## src/rtl/reset_sequencer.sv

```systemverilog
// rtl/reset_sequencer.sv - debounced push-button reset generator with staged multi-domain release
// Optional RESET_SEQ_HOLD_EN: hold all domains in reset while the debounced button stays pressed.
module reset_sequencer #(
  parameter int CHANNELS        = 3,
  parameter int PULSE_CYCLES    = 15,
  parameter int STAGE_GAP       = 4,
  parameter int DEBOUNCE_CYCLES = 8
) (
  input  logic                clk,
  input  logic                reset,
  input  logic                button_n,
  output logic [CHANNELS-1:0] rst_out,
  output logic                busy,
  output logic                done
);

  localparam int CW = (PULSE_CYCLES > 1)    ? $clog2(PULSE_CYCLES)    : 1;
  localparam int GW = (STAGE_GAP > 1)       ? $clog2(STAGE_GAP)       : 1;
  localparam int SW = (CHANNELS > 1)        ? $clog2(CHANNELS)        : 1;
  localparam int DW = (DEBOUNCE_CYCLES > 1) ? $clog2(DEBOUNCE_CYCLES) : 1;

  typedef enum logic [1:0] {S_ASSERT, S_RELEASE, S_RUN} state_t;

  state_t              r_state;
  logic [CW-1:0]       r_cnt;
  logic [GW-1:0]       r_gap;
  logic [SW-1:0]       r_stage;
  logic [CHANNELS-1:0] r_rst;
  logic                r_busy;
  logic                r_done;
  logic                r_sync1;
  logic                r_sync2;
  logic                r_db;
  logic [DW-1:0]       r_dcnt;
  logic                r_press;
  logic                w_hold;

  // Press pulse is registered together with the falling edge of the debounced level.
  always_ff @(posedge clk) begin
    if (reset) begin
      r_sync1 <= 1'b1;
      r_sync2 <= 1'b1;
      r_db    <= 1'b1;
      r_dcnt  <= '0;
      r_press <= 1'b0;
    end else begin
      r_sync1 <= button_n;
      r_sync2 <= r_sync1;
      r_press <= 1'b0;
      if (r_sync2 == r_db) begin
        r_dcnt <= '0;
      end else if (r_dcnt == DW'(DEBOUNCE_CYCLES - 1)) begin
        r_db    <= r_sync2;
        r_dcnt  <= '0;
        r_press <= r_db;
      end else begin
        r_dcnt <= r_dcnt + DW'(1);
      end
    end
  end

`ifdef RESET_SEQ_HOLD_EN
  assign w_hold = ~r_db;
`else
  assign w_hold = 1'b0;
`endif

  always_ff @(posedge clk) begin
    if (reset || r_press) begin
      r_state <= S_ASSERT;
      r_cnt   <= '0;
      r_gap   <= '0;
      r_stage <= '0;
      r_rst   <= '1;
      r_busy  <= 1'b1;
      r_done  <= 1'b0;
    end else begin
      case (r_state)
        S_ASSERT: begin
          if (w_hold) begin
            r_cnt <= '0;
          end else if (r_cnt == CW'(PULSE_CYCLES - 1)) begin
            r_cnt <= '0;
            r_gap <= '0;
            if (CHANNELS == 1) begin
              r_state <= S_RUN;
              r_rst   <= '0;
              r_busy  <= 1'b0;
              r_done  <= 1'b1;
            end else begin
              r_state <= S_RELEASE;
              r_rst   <= r_rst << 1;
              r_stage <= SW'(1);
            end
          end else begin
            r_cnt <= r_cnt + CW'(1);
          end
        end
        S_RELEASE: begin
          // Zero-filled left shift keeps release monotonic: bit i never clears before bit i-1.
          if (r_gap == GW'(STAGE_GAP - 1)) begin
            r_gap <= '0;
            r_rst <= r_rst << 1;
            if (r_stage == SW'(CHANNELS - 1)) begin
              r_state <= S_RUN;
              r_stage <= '0;
              r_busy  <= 1'b0;
              r_done  <= 1'b1;
            end else begin
              r_stage <= r_stage + SW'(1);
            end
          end else begin
            r_gap <= r_gap + GW'(1);
          end
        end
        S_RUN: begin
          r_rst <= '0;
        end
        default: begin
          r_state <= S_ASSERT;
          r_rst   <= '1;
          r_busy  <= 1'b1;
          r_done  <= 1'b0;
        end
      endcase
    end
  end

  assign rst_out = r_rst;
  assign busy    = r_busy;
  assign done    = r_done;

endmodule
```

## config.mk

```make
export PLATFORM = sky130hd
export DESIGN_NAME = reset_sequencer
export DESIGN_NICKNAME = d
export VERILOG_FILES = /design/src/rtl/reset_sequencer.sv
export SDC_FILE = /design/constraint.sdc
export NUM_CORES = 1
export LEC_CHECK = 0
export ABC_AREA = 0
export ABC_CLOCK_PERIOD_IN_PS = 1200
export CAP_MARGIN = 10
export CORE_MARGIN = 2
export CORE_UTILIZATION = 35
export DETAILED_ROUTE_END_ITERATION = 10
export HOLD_SLACK_MARGIN = 0.12
export SYNTH_ARGS = -nofsm -noshare
export SYNTH_HDL_FRONTEND = slang
export SYNTH_SLANG_ARGS = --single-unit
```

## constraint.sdc

```tcl
create_clock -name clk -period 1.2 [get_ports clk]
set_input_delay 0.24 -clock clk [delete_from_list [all_inputs] [get_ports clk]]
set_output_delay 0.24 -clock clk [all_outputs]
set_load 0.02 [all_outputs]
```

==> run metrics, run 1 <==
Die X=55.8 microns; Nets=126; post-layout instance area=1240 sq um; R2R Path Start=r_gap[1]; Finished Layout Cells=148; met1 WL=868 microns; die area=3110 sq um; Worst Hold Class=flop to flop; H-tree depth=1; critical path peak fanout=4; Cell Area, Placed=1110 sq um; critical path launch point=r_gap[1]; Starting DRT DRC Count=5; highest metal used=met4; Place WS=-0.249 ns; Mapped Cells=93; Num CTS Buffers=3; Psw=255 uW; num ports=8; Synth area leader=dfxtp_1; Worst Min Path Start=r_sync1; combinational share of power=6.5%; row count=18; PnR worst setup slack=-0.00324 ns; FILL cells=239; vias in the first global route=765; Crit path required time=1.45 ns; DR vias=773; reg2reg path depth=4; Core Area=2500 sq um; diode count=0; share of cells above drive strength 1=39.8%; count of cell types in the netlist=37; FMAX=831 MHz; status=finished, violations left; leakage=0.000538 uW; Hold Violations, Final=0; routed length per instance=12.4 microns; DRC violations left=0; largest net degree at the start of global routing=12; Post-Syn Area=938 sq um; CTS tree=yes; Sink Count=22; Sw Share=22.2%; met3 WL post-DR=59 microns; Yosys top cell area share=46.9%; DIE HEIGHT=55.8 microns; sequential share of power=64.7%; worst vdd ir=642 uV; DR WL met2=863 microns; footprint of the multi-input gates=519 sq um; clk_lat worst skew=0.31 ns; hold_buf cts=0; power density cells=929 nW/um^2; Routability Congestion=0.767; Worst Tran Pin Value=0.290 ns; failing checks=setup timing; hold path depth=1; Total GRT Usage=12.7%; Vias per Instance=5.22; clock-pin slew on the worst setup and hold paths=0.12 ns; maxcap violations=0; Critical Path Start Type=flop; Detailed Routing Iterations Pass 1=4; Final setup violation count=1; Initial Utilization=37.5%; first-pass GRT wire length=3180 microns; Post-Route WL=1830 microns; largest cells by area after synthesis=dfxtp_1, a21oi_1, ha_1; P_int=897 uW; synth-to-layout area growth=32.3%; Slew headroom=80.5%; max-slew violations=0; dpl hpwl=1280 microns; I/O Buffers=7; worst setup path category=flop to flop; CTS max path bufs=2; flip-flop and latch area=452 sq um; Tcrit/Tclk final=100%; Avg Synthesized Cell Area=10.1 sq um; dpl cells=139; Ys Warns=0; initial antenna violation count=0; sequential area share after synthesis=46.9%; clock power share=28.7%; Period minus WS final=1.20 ns; Max Clock Skew=0.00613 ns; gr ovfl total=0; Final TNS setup=-0.00324 ns; RSZ-0062 raised after global routing=true; Antenna Nets Post-Route=0; Worst Path Arrival=1.45 ns; Root Buffer=clkbuf_4; CP endpoint kind=flop; syn nets=99; register bit total from synthesis=22
-- stage by stage --
stage | power, uW | hold WS (ns) | util (%)
floorplan | 801 | 0.317 | -
global placement | 829 | 0.400 | 44.5
detailed placement | 831 | 0.401 | 44.5
CTS | 1160 | 0.432 | 46.8
global route | 1200 | 0.457 | 49.6
finish | 1150 | 0.430 | 49.6
-- per-layer routing --
layer	track usage (%)	vias up
li1	-	393
met1	14.8	367
met2	21.6	9
met3	3.02	4
met4	6.62	0
met5	0	-
-- timing repair --
item                                    4_1_cts  5_1_grt
resized for setup                            25       17
setup buffers                                 2        4
pin swaps                                     2        5
endpoints found under the setup margin       11       13
-- state kept, by name, summed over array words and instances (netlist names), 2 cells and up --
signal,count
r_cnt,4
r_dcnt,3
rst_out,3
r_gap,2
r_stage,2
r_state,2
-- final cells by class --
type / instances / area share [%]
Timing Repair Buffer: 26 / 16.3
Multi-Input combinational cell: 65 / 41.8
Tap cell: 30 / 3.02
Clock buffer: 3 / 1.81
Inverter: 2 / 0.605
Sequential cell: 22 / 36.4
-- final timing paths --
check                                   to  slack [ns]
worst min register to register     r_sync2        0.43
worst max-delay path            r_stage[1]      -0.003
worst max register to register  r_stage[1]      -0.003
worst min-delay path               r_sync2        0.43
-- power by group through the flow --
stage	clock (uW)	sequential, uW	combinational (uW)
after CTS	344	750	67.1
after detailed placement	0	767	64.7
final	331	746	75.3
after floorplan	0	769	32.4
after global routing	365	748	83.7
after global placement	0	766	63.0
-- cell families after synthesis --
family / share of synthesized area, %
multiplexers: 3.33
AO/OA/AOI/OAI: 16.3
XOR/XNOR: 0.934
AND/OR/NAND/NOR: 24.4
buffers and inverters: 4.13
flip-flops: 46.9
adder cells (fa/ha/maj): 4.00
-- worst max-delay path, cell delays in order, from the launching register on --
cell,delay (ns)
dfxtp_2,0.37
ha_4,0.15
nand3b_1,0.12
or3b_1,0.37
a21oi_1,0.12
-- layout by cell type (no fill, tap or decap), types with 2 or more instances in the layout --
cell / netlist / routed
buf_6: 1 / 3
a21oi_1: 11 / 9
dfxtp_2: 0 / 3
and2_1: 2 / 2
nand3b_1: 3 / 3
mux2i_1: 2 / 2
nor2b_1: 2 / 2
buf_4: 2 / 15
nor2_1: 7 / 6
inv_1: 2 / 2
a21oi_2: 0 / 2
nand2_1: 3 / 3
clkdlybuf4s50_1: 0 / 2
buf_2: 1 / 4
a211o_1: 2 / 2
a31oi_1: 3 / 3
dfxtp_1: 22 / 17
or3_1: 2 / 2
or2_2: 2 / 2
o21ai_0: 2 / 2
dfxtp_4: 0 / 2
clkbuf_4: 0 / 3
-- Yosys cell counts --
master,number
nor2b_1,2
nand2_1,3
a21oi_1,11
or2_1,1
nor3b_2,1
o21ai_0,2
nand3b_1,3
nor4_1,1
or2_2,2
a31oi_1,3
or3_1,2
nor4bb_1,1
nor3b_1,1
xnor2_1,1
nor2_1,7
nand4b_1,1
and4b_1,1
mux2i_1,2
ha_1,3
nor4b_1,1
mux2_2,1
a311oi_1,2
buf_2,1
o311ai_0,1
buf_6,1
dfxtp_1,22
nand4b_4,1
a211o_1,2
buf_4,2
a211oi_1,1
nand2b_1,1
and2_1,2
or3b_1,1
o31ai_1,1
o211a_1,1
nor3_1,2
inv_1,2
Note: power is estimated with default switching activity, not from simulation.
==> run 2: changes to the inputs <==
--- a/config.mk
+++ b/config.mk
@@ -9,9 +9,11 @@
 export ABC_CLOCK_PERIOD_IN_PS = 1200
 export CAP_MARGIN = 10
 export CORE_MARGIN = 2
-export CORE_UTILIZATION = 35
+export CORE_UTILIZATION = 45
+export CTS_CLUSTER_SIZE = 12
 export DETAILED_ROUTE_END_ITERATION = 10
 export HOLD_SLACK_MARGIN = 0.12
+export PLACE_DENSITY = 0.67
 export SYNTH_ARGS = -nofsm -noshare
 export SYNTH_HDL_FRONTEND = slang
 export SYNTH_SLANG_ARGS = --single-unit
==> run 2 against run 1 <==
The flow still finishes with violations (setup timing). Die area is 21% lower. Sequential power is 0.7% higher. Sequential share of layout area is 0.80 points lower. Largest cell class unchanged.
==> run metrics, run 2 (same netlist as run 1, synthesis figures left out) <==
status=finished, violations left (unchanged); failing checks=setup timing (unchanged); first-pass GRT wire length=3080 microns (was 3180 microns); crit path cell chain=ha_4 > nand3b_1 > or3b_1 > a21oi_1 (unchanged); Sink Count=22 (unchanged); CP endpoint kind=flop (unchanged); commonest non-fill, non-tap cells in the layout=buf_4, dfxtp_1, a21oi_1, nor2_1, dfxtp_2 (was dfxtp_1, buf_4, a21oi_1, nor2_1, buf_2); FMAX=824 MHz (was 831 MHz); Tcrit/Tclk final=101% (was 100%); Hold Violations, Final=0 (unchanged); final core occ=64.0% (was 49.6%); I/O Buffers=7 (unchanged); slowest CP cell=dfxtp_2 (unchanged); Worst Tran Pin Value=0.311 ns (was 0.290 ns); Post-Route WL=1830 microns (about the same); row count=16 (was 18); max reg flops=4 (unchanged); Nets=129 (was 126); DR vias=770 (was 773); max-slew violations=0 (unchanged); Final setup violation count=2 (was 1); commonest non-fill, non-tap cell in the layout=buf_4 (was dfxtp_1); worst vdd ir=885 uV (was 642 uV); Vias per Instance=5.17 (was 5.22); RSZ-0062 raised after global routing=true (unchanged); clock-pin slew on the worst setup and hold paths=0.12 ns (about the same); Worst Path Arrival=1.46 ns (was 1.45 ns); Num CTS Buffers=3 (unchanged); clk_lat worst skew=0.31 ns (about the same); vias in the first global route=707 (was 765); R2R Path End=r_stage[1] (unchanged); Place WS=-0.242 ns (was -0.249 ns); initial antenna violation count=0 (unchanged); Max Clock Skew=0.00869 ns (was 0.00613 ns); diode count=0 (unchanged); routed length per instance=12.3 microns (was 12.4 microns); H-tree depth=1 (unchanged); leakage=0.000556 uW (was 0.000538 uW); FILL cells=188 (was 239); met3 WL post-DR=48 microns (was 59 microns); Starting DRT DRC Count=8 (was 5); Worst Min Path Start=r_sync1 (unchanged); PnR worst setup slack=-0.0135 ns (was -0.00324 ns); Die X=49.7 microns (was 55.8 microns); DR WL met2=857 microns (was 863 microns); post-layout instance area=1250 sq um (was 1240 sq um); Antenna Nets Post-Route=0 (unchanged); CTS tree=yes (unchanged); CTS max path bufs=2 (unchanged); Worst Hold Class=flop to flop (unchanged); num ports=8 (unchanged); Cell Area, Placed=1160 sq um (was 1110 sq um); Routability Congestion=0.689 (was 0.767); Core Area=1960 sq um (was 2500 sq um); Detailed Routing Iterations Pass 1=4 (unchanged); Root Buffer=clkbuf_4 (unchanged); Period minus WS final=1.21 ns (was 1.20 ns); CP peak stage delay=0.37 ns (about the same); largest delay contributor family on the critical path=simple AND/OR/NAND/NOR gates (unchanged); worst setup path category=flop to flop (unchanged); DIE HEIGHT=49.7 microns (was 55.8 microns); Worst R2R Setup Slack=-0.01 ns (was -0.003 ns); Critical Path Start Type=flop (unchanged); Endpoint, Worst Hold=r_sync2 (unchanged); R2R Path Start=r_gap[0] (was r_gap[1]); hold path depth=1 (unchanged); synth-to-layout area growth=33.7% (was 32.3%); largest register by flop count=r_cnt (unchanged); highest metal used=met4 (unchanged); critical path peak fanout=4 (unchanged); met1 WL=898 microns (was 868 microns); power density cells=983 nW/um^2 (was 929 nW/um^2); Crit path required time=1.44 ns (was 1.45 ns); hold_buf cts=0 (unchanged); share of cells above drive strength 1=38.5% (was 39.8%); gr ovfl total=0 (unchanged); WP buf/inv=0 (unchanged); dpl hpwl=1300 microns (was 1280 microns); Initial Utilization=47.8% (was 37.5%); die area=2470 sq um (was 3110 sq um); DRC violations left=0 (unchanged); Slew headroom=79.0% (was 80.5%); largest net degree at the start of global routing=13 (was 12); Total GRT Usage=16.2% (was 12.7%); reg2reg path depth=4 (unchanged); maxcap violations=0 (unchanged)
## run 2: cell count changes in the layout (fill, tap and decap cells not counted), sizes merged
cell / before / now
buf: 22 / 24
clkdlybuf4s15: 1 / 3
## run 2: worst register-to-register path: cells and delay by family, from the launching register on
| family | cells | cell delay (ns) |
|---|---|---|
| adders and majority gates | 1 | 0.15 |
| DFF | 1 | 0.37 |
| AOI/OAI and AO/OA | 1 | 0.12 |
| and+or+nand+nor | 2 | 0.50 |
## run 2: final cells by class
| cell class | instances | area (sq um) | area share (%) |
|---|---|---|---|
| Clock buffer | 4 | 36.3 | 2.89 |
| Tap cell | 27 | 33.8 | 2.69 |
| Multi-Input combinational cell | 65 | 502 | 40.0 |
| Timing Repair Buffer | 29 | 229 | 18.2 |
| Inverter | 2 | 7.51 | 0.598 |
| Sequential cell | 22 | 447 | 35.6 |
## run 2: stage by stage
stage	cells	TNS [ns]	total power (uW)	hold WS [ns]
2_1_floorplan	93	0	801	0.317
3_3_place_gp	143	-2.88	834	0.407
3_5_place_dp	143	-3.23	836	0.407
4_1_cts	147	-0.0407	1240	0.444
5_1_grt	149	-0.373	1280	0.469
6_report	149	-0.0153	1230	0.440
## run 2: worst max path at each step
stage,from,endpoint,slack [ns],cells after the start
2_1_floorplan,r_gap[0],r_stage[1],0.004,4
3_3_place_gp,reset,rst_out[2],-0.21,5
3_5_place_dp,reset,r_gap[0],-0.24,4
4_1_cts,r_gap[0],r_stage[1],-0.02,4
5_1_grt,r_gap[0],r_stage[1],-0.10,4
6_report,r_gap[0],r_stage[1],-0.01,4
## run 2: repair_timing
action | CTS | global route
setup endpoints to repair | 13 | 15
resized for setup | 20 | 11
pin swaps | 2 | 3
hold endpoints to repair | 0 | 0
setup buffers | 0 | 2
## run 2: routing by layer
metal	GRT usage, %	vias to the layer above
met3	3.94	4
met5	0	-
met2	24.9	12
met1	21.6	356
li1	-	398
met4	6.94	0
## run 2: power breakdown
group | internal, uW | switching [uW] | leakage (uW) | total (uW)
sequential | 742 | 9.32 | 0.000181 | 751
combinational | 44.8 | 32.3 | 0.000354 | 77.1
clock | 185 | 220 | 0.0000210 | 405
total | 972 | 262 | 0.000556 | 1230
